## src/rtl/bg_pkg.sv

```systemverilog
// Shared types, constants and address helpers for the background fetch engine.
package bg_pkg;

  typedef enum logic [1:0] {S_IDLE, S_MAP, S_PLANE, S_WAIT} fetch_state_e;

  localparam int TILE_W      = 8;
  localparam int MAP_W       = 32;
  localparam int XT_W        = $clog2(MAP_W);
  localparam int SHIFT_W     = 2 * TILE_W;
  localparam int CNT_W       = $clog2(SHIFT_W + 1);
  localparam int MAP_LOW_W   = 11;  // {map_sel, row[4:0], col[4:0]}; the rest is all ones
  localparam int DATA_CORE_W = 12;  // tile-data address before the plane field

  // Signed mode places idx 0..127 at 0x1000.. and 128..255 at 0x0800.., i.e.
  // base 0x1000 plus the sign-extended index (in units of the core field).
  function automatic logic [15:0] data_addr(input logic       dsel,
                                            input logic [7:0] idx,
                                            input logic [2:0] row,
                                            input logic [3:0] p,
                                            input int         pb);
    logic [DATA_CORE_W-1:0] core;
    core = dsel ? {1'b0, idx, row} : {~idx[7], idx[7], idx[6:0], row};
    return ({4'b0, core} << pb) | {12'b0, p};
  endfunction

endpackage

```

## src/rtl/bg_fetch_pipe_if.sv

```systemverilog
// Control, VRAM and pixel-stream signals of the background engine.
interface bg_fetch_pipe_if #(
  parameter int PLANES = 2,
  parameter int ADDR_W = 12 + ((PLANES > 1) ? $clog2(PLANES) : 1)
);
  logic              lcd_en;
  logic              line_start;
  logic [7:0]        v;
  logic [7:0]        scx;
  logic [7:0]        scy;
  logic              map_sel;
  logic              data_sel;
  logic              vram_req;
  logic [ADDR_W-1:0] vram_addr;
  logic              vram_ack;
  logic [7:0]        vram_rdata;
  logic              pix_ready;
  logic              pix_valid;
  logic [PLANES-1:0] pix_out;
  logic              busy;

  modport master (
    input  lcd_en, line_start, v, scx, scy, map_sel, data_sel,
           vram_ack, vram_rdata, pix_ready,
    output vram_req, vram_addr, pix_valid, pix_out, busy
  );

  modport slave (
    output lcd_en, line_start, v, scx, scy, map_sel, data_sel,
           vram_ack, vram_rdata, pix_ready,
    input  vram_req, vram_addr, pix_valid, pix_out, busy
  );
endinterface

```

## src/rtl/bg_plane_shifter.sv

```systemverilog
// One bitplane shifter: MSB-first output, byte load placed right behind the
// pixels still queued after this cycle's shift.
module bg_plane_shifter
  import bg_pkg::*;
(
  input  logic             clkpipe,
  input  logic             reset,
  input  logic             i_clr,
  input  logic             i_pop,
  input  logic             i_load,
  input  logic [CNT_W-1:0] i_pos,
  input  logic [7:0]       i_byte,
  output logic             o_msb
);
  logic [SHIFT_W-1:0] r_sh;
  logic [SHIFT_W-1:0] w_shifted, w_mask, w_data, w_nxt;

  always_comb begin
    w_shifted = i_pop ? {r_sh[SHIFT_W-2:0], 1'b0} : r_sh;
    w_mask    = {8'hFF, 8'h00} >> i_pos;
    w_data    = {i_byte, 8'h00} >> i_pos;
    w_nxt     = i_load ? ((w_shifted & ~w_mask) | w_data) : w_shifted;
  end

  always_ff @(posedge clkpipe or posedge reset) begin
    if (reset)      r_sh <= '0;
    else if (i_clr) r_sh <= '0;
    else            r_sh <= w_nxt;
  end

  assign o_msb = r_sh[SHIFT_W-1];

endmodule

```

## src/rtl/bg_fetch_pipe.sv

```systemverilog
// Background pixel engine: scrolled tile-map / tile-data fetch over a req/ack
// VRAM port, feeding PLANES bitplane shifters that stream pixels to the mixer.
module bg_fetch_pipe
  import bg_pkg::*;
#(
  parameter int PLANES = 2
) (
  input logic             clkpipe,
  input logic             reset,
  bg_fetch_pipe_if.master bus
);
  localparam int PLANE_BITS = (PLANES > 1) ? $clog2(PLANES) : 1;
  localparam int ADDR_W     = 12 + PLANE_BITS;

  fetch_state_e r_state, w_state_nxt;

  logic                       r_req;
  logic [ADDR_W-1:0]          r_addr;
  logic [PLANE_BITS-1:0]      r_p;
  logic [7:0]                 r_idx;
  logic [7:0]                 r_ybg;
  logic [XT_W-1:0]            r_xtile;
  logic [2:0]                 r_discard;
  logic [CNT_W-1:0]           r_count;
  logic [PLANES-1:0][7:0]     r_bytes;

  logic                       w_abort, w_start, w_fetch, w_acked, w_last_plane;
  logic                       w_valid, w_disc_pop, w_pop, w_load;
  logic [CNT_W-1:0]           w_rem;
  logic [ADDR_W-1:0]          w_map_addr, w_data_addr;
  logic [PLANES-1:0]          w_pix;

  assign w_abort      = !bus.lcd_en;
  assign w_start      = bus.lcd_en && bus.line_start;
  assign w_fetch      = (r_state == S_MAP) || (r_state == S_PLANE);
  assign w_acked      = w_fetch && r_req && bus.vram_ack;
  assign w_last_plane = (r_p == PLANE_BITS'(PLANES - 1));

  // Fine-X discard drains the shifter without the mixer seeing those pixels.
  assign w_valid      = (r_count != '0) && (r_discard == '0);
  assign w_disc_pop   = (r_discard != '0) && (r_count != '0);
  assign w_pop        = (bus.pix_ready && w_valid) || w_disc_pop;
  assign w_rem        = r_count - CNT_W'(w_pop);
  assign w_load       = (r_state == S_WAIT) && (w_rem <= CNT_W'(TILE_W)) && !w_abort && !w_start;

  assign w_map_addr  = {{(ADDR_W-MAP_LOW_W){1'b1}}, bus.map_sel, r_ybg[7:3], r_xtile};
  assign w_data_addr = ADDR_W'(data_addr(bus.data_sel, r_idx, r_ybg[2:0], 4'(r_p), PLANE_BITS));

  always_ff @(posedge clkpipe or posedge reset) begin
    if (reset) r_state <= S_IDLE;
    else       r_state <= w_state_nxt;
  end

  always_comb begin
    w_state_nxt = r_state;
    if (w_abort)      w_state_nxt = S_IDLE;
    else if (w_start) w_state_nxt = S_MAP;
    else begin
      case (r_state)
        S_MAP:   if (w_acked) w_state_nxt = S_PLANE;
        S_PLANE: if (w_acked && w_last_plane) w_state_nxt = S_WAIT;
        S_WAIT:  if (w_load) w_state_nxt = S_MAP;
        default: w_state_nxt = r_state;
      endcase
    end
  end

  // Request rises the cycle after entering a fetch state and drops the cycle
  // after ack, giving a one-cycle gap between back-to-back reads.
  always_ff @(posedge clkpipe or posedge reset) begin
    if (reset) begin
      r_req     <= 1'b0;
      r_addr    <= '0;
      r_p       <= '0;
      r_idx     <= '0;
      r_ybg     <= '0;
      r_xtile   <= '0;
      r_discard <= '0;
      r_count   <= '0;
      r_bytes   <= '0;
    end else if (w_abort) begin
      r_req     <= 1'b0;
      r_p       <= '0;
      r_discard <= '0;
      r_count   <= '0;
    end else if (w_start) begin
      r_req     <= 1'b0;
      r_p       <= '0;
      r_discard <= bus.scx[2:0];
      r_xtile   <= bus.scx[7:3];
      r_ybg     <= bus.v + bus.scy;
      r_count   <= '0;
    end else begin
      if (w_fetch) begin
        if (!r_req) begin
          r_req  <= 1'b1;
          r_addr <= (r_state == S_MAP) ? w_map_addr : w_data_addr;
        end else if (bus.vram_ack) begin
          r_req <= 1'b0;
          if (r_state == S_MAP) r_idx <= bus.vram_rdata;
          else begin
            for (int k = 0; k < PLANES; k++)
              if (int'(r_p) == k) r_bytes[k] <= bus.vram_rdata;
            r_p <= w_last_plane ? '0 : r_p + 1'b1;
          end
        end
      end
      if (w_load)     r_xtile   <= r_xtile + 1'b1;
      if (w_disc_pop) r_discard <= r_discard - 1'b1;
      r_count <= w_rem + (w_load ? CNT_W'(TILE_W) : '0);
    end
  end

  for (genvar gp = 0; gp < PLANES; gp++) begin : g_plane
    bg_plane_shifter u_sh (
      .clkpipe (clkpipe),
      .reset   (reset),
      .i_clr   (w_abort || w_start),
      .i_pop   (w_pop),
      .i_load  (w_load),
      .i_pos   (w_rem),
      .i_byte  (r_bytes[gp]),
      .o_msb   (w_pix[gp])
    );
  end

  assign bus.vram_req  = r_req;
  assign bus.vram_addr = r_addr;
  assign bus.pix_valid = w_valid;
  assign bus.pix_out   = w_pix;
  assign bus.busy      = (r_state != S_IDLE);

endmodule

```

## src/flat_wrapper.sv

```systemverilog
// flat-port wrapper written by rule: the top's interface ports become plain ports
module bg_fetch_pipe_flat import bg_pkg::*;
#(
  parameter int PLANES = 2
)
  (clkpipe, reset, bus_lcd_en, bus_line_start, bus_v, bus_scx, bus_scy, bus_map_sel, bus_data_sel, bus_vram_ack, bus_vram_rdata, bus_pix_ready, bus_vram_req, bus_vram_addr, bus_pix_valid, bus_pix_out, bus_busy);
  bg_fetch_pipe_if #(.PLANES(PLANES)) bus_i ();
  input logic clkpipe;
  input logic reset;
  input wire logic [$bits(bus_i.lcd_en)-1:0] bus_lcd_en;
  input wire logic [$bits(bus_i.line_start)-1:0] bus_line_start;
  input wire logic [$bits(bus_i.v)-1:0] bus_v;
  input wire logic [$bits(bus_i.scx)-1:0] bus_scx;
  input wire logic [$bits(bus_i.scy)-1:0] bus_scy;
  input wire logic [$bits(bus_i.map_sel)-1:0] bus_map_sel;
  input wire logic [$bits(bus_i.data_sel)-1:0] bus_data_sel;
  input wire logic [$bits(bus_i.vram_ack)-1:0] bus_vram_ack;
  input wire logic [$bits(bus_i.vram_rdata)-1:0] bus_vram_rdata;
  input wire logic [$bits(bus_i.pix_ready)-1:0] bus_pix_ready;
  output wire logic [$bits(bus_i.vram_req)-1:0] bus_vram_req;
  output wire logic [$bits(bus_i.vram_addr)-1:0] bus_vram_addr;
  output wire logic [$bits(bus_i.pix_valid)-1:0] bus_pix_valid;
  output wire logic [$bits(bus_i.pix_out)-1:0] bus_pix_out;
  output wire logic [$bits(bus_i.busy)-1:0] bus_busy;
  assign bus_i.lcd_en = bus_lcd_en;
  assign bus_i.line_start = bus_line_start;
  assign bus_i.v = bus_v;
  assign bus_i.scx = bus_scx;
  assign bus_i.scy = bus_scy;
  assign bus_i.map_sel = bus_map_sel;
  assign bus_i.data_sel = bus_data_sel;
  assign bus_i.vram_ack = bus_vram_ack;
  assign bus_i.vram_rdata = bus_vram_rdata;
  assign bus_i.pix_ready = bus_pix_ready;
  assign bus_vram_req = bus_i.vram_req;
  assign bus_vram_addr = bus_i.vram_addr;
  assign bus_pix_valid = bus_i.pix_valid;
  assign bus_pix_out = bus_i.pix_out;
  assign bus_busy = bus_i.busy;
  bg_fetch_pipe #(.PLANES(PLANES)) u_core (.clkpipe(clkpipe), .reset(reset), .bus(bus_i));
endmodule
```

## config.mk

```make
export PLATFORM = sky130hd
export DESIGN_NAME = bg_fetch_pipe_flat
export DESIGN_NICKNAME = d
export VERILOG_FILES = /design/src/rtl/bg_pkg.sv /design/src/rtl/bg_fetch_pipe_if.sv /design/src/rtl/bg_plane_shifter.sv /design/src/rtl/bg_fetch_pipe.sv /design/src/flat_wrapper.sv
export SDC_FILE = /design/constraint.sdc
export NUM_CORES = 1
export LEC_CHECK = 0
export ABC_AREA = 0
export ABC_CLOCK_PERIOD_IN_PS = 3770
export BUFFER_PORTS_ARGS = -buffer_cell sky130_fd_sc_hd__buf_2
export CORE_MARGIN = 2
export CORE_UTILIZATION = 25
export CTS_BUF_LIST = sky130_fd_sc_hd__clkbuf_16
export DETAILED_ROUTE_END_ITERATION = 8
export PLACE_DENSITY_LB_ADDON = 0.12
export SLEW_MARGIN = 25
export SYNTH_ARGS = -nofsm -noshare
export SYNTH_HDL_FRONTEND = slang
export SYNTH_SLANG_ARGS = --single-unit
```

## constraint.sdc

```tcl
create_clock -name clkpipe -period 3.77 [get_ports clkpipe]
set_input_delay 0.754 -clock clkpipe [delete_from_list [all_inputs] [get_ports clkpipe]]
set_output_delay 0.754 -clock clkpipe [all_outputs]
set_load 0.01 [all_outputs]
```

======== Word-level counts from Yosys, hierarchy flattened ========
Index checks and enable logic that the tools add are counted.
cells by class
  reduce and logical (&&, ||, !) cells .... 28
  multiplexer cells ....................... 34
  shift operators ......................... 3
  bitwise logic cells ..................... 11
  $lt $le $gt $ge ......................... 1
  $mul .................................... 0
  equal/unequal tests ..................... 12
  div/mod/pow operators ................... 0
  $add $sub $neg .......................... 6
operators by type and width
  cell                   number
  $mux 16                6
  $and 16x16->16         2
  $or 16x16->16          2
  $shr 16x5->16          2
  $mux 5                 4
  $not 16->16            1
  $shr 16x5->16 const A  1
  $reduce_and 7->1       2
  $mux 13                1
  $or 13x1->13           1
  $mux 1                 12
  $mux 12                1
  $ne 3x1->1 const B     4
  $reduce_and 4->1       3
  $logic_and 1x1->1      10
  $mux 2                 5
  $mux 3                 3
  $add 8x8->8            1
  $ne 4x3->1 const B     2
  $pmux 2 s3             1
  $reduce_and 6->1       1
  $add 5x1->5 const B    1
  $add 5x5->5            1
  $le 5x4->1 const B     1
  other kinds (17)       27
word-level totals
  input port bits ......................... 40
  bits in read-only memories .............. 0
  register bits after elaboration ......... 94
  logic and storage cells ................. 108
  bits in latches ......................... 0
  memories kept ........................... 0
  RAM bits ................................ 0

======== Depth between registers and ports, before layout ========
  depth after elaboration ................. 13
  depth in mapped cells ................... 21
  mapped depth without buffers ............ 17

======== Cells and area by module ========
From an unflattened synthesis, not the netlist that was laid out.
unflattened totals
  cell total of the unflattened synthesis .. 605
  area total of the unflattened synthesis .. 6052.1 sq um
by module, submodules not included
  module            cells an instance  sequential area each (sq um)  area each (sq um)  times used
  bg_fetch_pipe     299                1551.5                        3209.3             1
  bg_plane_shifter  153                400.4                         1421.4             2

======== Worst setup path after synthesis ========
No wires, ideal clock.
  path kind ............................... reg2reg
  start ................................... reg u_core.r_count[2]
  end ..................................... reg u_core.r_count[4]
  clock period less this slack ............ 4058 ps
  cell stages (with the launch flop) ...... 20
  data required time ...................... 3638 ps
  arrival ................................. 3926 ps
  setup slack ............................. -288 ps
  path buffers ............................ 5
  setup time .............................. 132 ps
  path through ............................ dfrtp_1 > buf_6 > or4_4 > o22ai_4 > buf_6 > inv_2 > ha_1 > ha_1 > buf_2 > xor2_2 > inv_1 > clkbuf_1 > ha_1 > and3_1 > o2111ai_4 > inv_2 > buf_6 > ha_1 > xnor2_1 > nor2_1
on the way
  longest elaborated chain between the ends .. 13
  elaborated cells between the ends (all ways) .. 14
  those cells by class .................... add/sub: 2; order compare: 1; mux: 3; reduce/logical: 8
RTL lines
  element                         RTL line                                  source
  from (decl)                     bg_fetch_pipe.sv:24                       logic [CNT_W-1:0] r_count;
  from (signal assigned)          bg_fetch_pipe.sv:110                      r_count <= w_rem + (w_load ? CNT_W'(TILE_W) : '0);
  $reduce_bool 5->1               bg_fetch_pipe.sv:40, bg_fetch_pipe.sv:41
  $logic_and 1x1->1               bg_fetch_pipe.sv:40                       assign w_valid = (r_count != '0) && (r_discard == '0);
  $logic_and 1x1->1               bg_fetch_pipe.sv:42                       assign w_pop = (bus.pix_ready && w_valid) || w_disc_pop;
  $logic_or 1x1->1                bg_fetch_pipe.sv:42
  $sub 5x1->5 *                   bg_fetch_pipe.sv:43                       assign w_rem = r_count - CNT_W'(w_pop);
  $le 5x4->1                      bg_fetch_pipe.sv:44                       assign w_load = (r_state == S_WAIT) && (w_rem <= CNT_W'(TILE_W)) && !w_abort && !w_start;
  $logic_and 1x1->1 (3 in a row)  bg_fetch_pipe.sv:44
  $mux 4                          bg_fetch_pipe.sv:110
  $add 5x5->5 *                   bg_fetch_pipe.sv:110
  $mux 5 *                        bg_fetch_pipe.sv:86                       end else if (w_start) begin
  $mux 5 *                        bg_fetch_pipe.sv:81                       end else if (w_abort) begin
Mark *: on every way between the ends. The rest lies on a longest branch, timed or not.
A chain may end at the register's enable or synchronous reset.

======== Final worst setup path ========
  start ................................... reg u_core.r_count[1]
  end ..................................... reg u_core.g_plane[1].u_sh.r_sh[8]
on the way
  longest elaborated chain between the ends .. 11
  elaborated cells between the ends (all ways) .. 18
  those cells by class .................... add/sub: 1; order compare: 1; shift: 2; mux: 3; bitwise: 3; reduce/logical: 8
RTL lines
  element                                                     RTL line                                     source
  $reduce_bool 5->1                                           bg_fetch_pipe.sv:40, bg_fetch_pipe.sv:41
  $logic_and 1x1->1                                           bg_fetch_pipe.sv:40
  $logic_and 1x1->1                                           bg_fetch_pipe.sv:42
  $logic_or 1x1->1                                            bg_fetch_pipe.sv:42
  $sub 5x1->5                                                 bg_fetch_pipe.sv:43
  $shr 16x5->16 / $le 5x4->1 (equally long branches)          bg_plane_shifter.sv:20, bg_fetch_pipe.sv:44
  $not 16->16 / $logic_and 1x1->1 (equally long branches)     bg_plane_shifter.sv:22, bg_fetch_pipe.sv:44
  $and 16x16->16 / $logic_and 1x1->1 (equally long branches)  bg_plane_shifter.sv:22, bg_fetch_pipe.sv:44
  $or 16x16->16 / $logic_and 1x1->1 (equally long branches)   bg_plane_shifter.sv:22, bg_fetch_pipe.sv:44
  $mux 16 *                                                   bg_plane_shifter.sv:22                       w_nxt = i_load ? ((w_shifted & ~w_mask) | w_data) : w_shifted;
  $mux 16 *                                                   bg_plane_shifter.sv:27                       else if (i_clr) r_sh <= '0;
  to (signal assigned)                                        bg_plane_shifter.sv:28                       else r_sh <= w_nxt;
  to (decl)                                                   bg_plane_shifter.sv:15                       logic [SHIFT_W-1:0] r_sh;
Marks and branches as above.

==> results_dict.tcl <==
set metrics [dict create \
    die_w_um 155 \
    crit_path_start_kind "flop" \
    portBuffers 57 \
    antenna_found_initial 0 \
    synth-main-ff-cell "dfrtp_1" \
    finalCritPeriodShare_pct 94.9 \
    pwr-share-clk_pct 15.5 \
    end_kind "flop" \
    synth_edf_count 0 \
    hold_viol_final 0 \
    hp-class "reg2reg" \
    skew_ns 0.0124 \
    cts_tree "done" \
    io-pin-count 58 \
    min_period_ns 3.58 \
    wl_per_cell_um 18.8 \
    critPathRequiredTime_ns 4.00 \
    path_class "reg2reg" \
    area_growth_syn_to_layout_pct 16.4 \
    synth_nets 644 \
    slew_viol_final 0 \
    grt_max_degree 83 \
    status "finished, final reports clean" \
    crit_chain "or4_4 -> o22ai_4 -> inv_4 -> ha_4 -> ha_2 -> buf_4 -> mux2_2 -> o21ai_0 -> mux2i_1 -> nor2_1 -> a311oi_1" \
    die_h_um 155 \
    cts_root_buf "clkbuf_16" \
    rsz0062_at_grt "false" \
    grt_pass1_vias 4814 \
    fin_util_pct 29.5 \
    synth_seq_cells 94 \
    cts.sinks 94 \
    initial_core_util_pct 25.4 \
    n_antenna_cell 0 \
    drive_above_1_share_pct 23.1 \
    postCtsSetupBuffers 0 \
    synth_top_family_by_area "compound AO/OA/AOI/OAI gates" \
    yosysWarnings 0 \
    power_density_nw_per_um2 958 \
    p_leak_uw 0.00305 \
    grt-ovfl-total 0 \
    comb_power_share_pct 64.4 \
    path_clk_slew_ns 0.07 \
    ir_drop_v 0.000616 \
    cp_slowest_stage_delay_ns 0.56 \
    clk_latency_ns 0.35 \
    p_int_uw 3210 \
    layout_commonest_cell "dfrtp_1" \
    fillers 2385 \
    slowest_stage "or4_4" \
    async_reset_ff_share_pct 100 \
    htreeDepth 3 \
    routed_via_density 4.97 \
    dr.pass1.iters 6 \
    die-area_um2 24100 \
    vias 4579 \
    synth_compound_area_share_pct 17.9 \
    dpl.hpwl_mm 13.1 \
    arrival_ns 3.81 \
    maxCapViolCount 0 \
    setup_tns_ns 0 \
    drc 0 \
    tightest_slew_ns 0.765 \
    finalSetupViolations 0 \
    finalWirelength_mm 17.3 \
    syn_avg_cell_area_um2 9.80 \
    numCtsBuffers 9 \
    std_cell_rows 55 \
    swShare_pct 49.8 \
    clk_path_buf_depth 2 \
    slew-limit-headroom_pct 49.0 \
    grt_usage_pct 14.9 \
    synth_xor_area_share_pct 2.38 \
    fmax_ghz 0.280 \
    synth_fa_ha_area_share_pct 4.50 \
    yosysUniqueCellTypes 67 \
    power.switching_uw 3180 \
    synth_mux_area_share_pct 15.6 \
    mostFrequentLayoutCells "dfrtp_1, nor2_1, buf_2" \
    antenna_left 0 \
    core_area_um2 22600 \
    layout.nets 693 \
    gp_congestion 0.848 \
    syn_area_um2 5730 \
    synthCells 584 \
    synth_seq_area_share_pct 41.1 \
    postCtsHoldBufs 0 \
    grt_pass1_wl_mm 27.8 \
    critPathMaxFanout 12 \
    yosys.area_share.simple_pct 13.5 \
    pwr-share-seq_pct 20.1 \
    drt_iter0_drc 270 \
]
-- kinds of logic after synthesis --
kind of cell	after synthesis
AND/OR/NAND/NOR	163
AO/OA/AOI/OAI	151
flip-flops	94
multiplexers	83
buffers and inverters	60
adder cells (fa/ha/maj)	20
XOR/XNOR	13
-- what timing repair did --
item | 4_1_cts | 5_1_grt
setup endpoints to repair | 0 | 2
endpoints found under the hold margin | 0 | 0
gates resized for setup | 0 | 1
-- worst max-delay path, delay by kind of cell (launching register included) --
| kind | cells | cell delay, ns |
|---|---|---|
| muxes | 2 | 0.62 |
| AOI/OAI and AO/OA | 3 | 0.66 |
| and+or+nand+nor | 2 | 0.75 |
| adders and majority gates | 2 | 0.65 |
| buffers and inverters | 2 | 0.34 |
| DFF | 1 | 0.43 |
-- layout make-up --
cell class	count	area (µm²)	share of cell area, %
clock inverters	6	87.6	1.31
clock buffers	9	225	3.38
inverters	23	93.8	1.41
multi-input cells	430	3130	47.0
repair buffers	75	420	6.31
well taps	285	357	5.35
flip-flops and latches	94	2350	35.3
-- worst paths after layout --
kind	startpoint	end	slack, ns	cells past startpoint
worst max-delay path	u_core.r_count[1]	u_core.g_plane[1].u_sh.r_sh[8]	0.19	11
worst min-delay path	u_core.r_ybg[3]	u_core.r_ybg[3]	0.48	2
worst min register to register	u_core.r_ybg[3]	u_core.r_ybg[3]	0.48	2
max in group asynchronous	reset	u_core.g_plane[0].u_sh.r_sh[0]	2.50	3
worst max register to register	u_core.r_count[1]	u_core.g_plane[1].u_sh.r_sh[8]	0.19	11
min in group asynchronous	reset	u_core.bus.vram_addr[10]	0.56	2
-- per-layer routing --
layer,track usage (%),vias up,share of wire [%]
met5,0,-,0
met4,5.24,0,1.9
met3,2.31,19,4.8
met2,24.9,109,49
met1,19.4,2262,44
li1,-,2189,-
-- power by group through the flow --
stage | Clock, µW | Sequential [µW] | Combinational, µW
after floorplan | 0 | 1310 | 2970
after global routing | 1060 | 1310 | 4450
after CTS | 1020 | 1280 | 4120
final | 990 | 1280 | 4110
after detailed placement | 0 | 1300 | 4090
after global placement | 0 | 1300 | 4090
-- registers in the layout (all words and copies together) (netlist names), 2 cells and up --
signal	flops
u_core.r_discard	3
u_core.r_count	5
u_core.r_ybg	8
u_core.r_state	2
u_core.bus.vram_addr	13
u_core.r_bytes	16
u_core.r_idx	8
u_core.g_plane.u_sh.r_sh	32
u_core.r_xtile	5
-- through the flow --
step	std cells	hold WS, ns	total power [µW]	instance area, µm²	setup WS (ns)
4_1_cts	922	0.485	6420	6660	0.260
3_3_place_gp	907	0.468	5390	6340	0.157
5_1_grt	922	0.508	6810	6670	0.0646
6_report	922	0.480	6380	6670	0.194
3_5_place_dp	907	0.468	5390	6350	0.270
2_1_floorplan	584	0.445	4270	5780	0.00828
-- synth_stat cells, drive strengths merged, types with 3 or more instances --
cell	n	area, µm²
nand2b	7	43.8
o21a	4	30.0
o32ai	9	78.8
buf	18	128
inv	23	86.3
a31oi	4	25.0
o22ai	7	57.6
dfrtp	94	2350
xor2	6	67.6
and2	8	52.6
ha	19	238
mux2i	51	510
a21oi	40	200
clkbuf	19	71.3
a22oi	6	45.0
a2bb2oi	4	35.0
nor3	10	50.1
o22a	7	61.3
a211oi	9	67.6
mux2	30	338
nor2	66	248
nand2	38	145
nor3b	7	72.6
xnor2	7	68.8
nor2b	9	56.3
o21ai	36	184
nand3	9	45.0
o32a	3	30.0
Power figures use the tool's default switching activity.
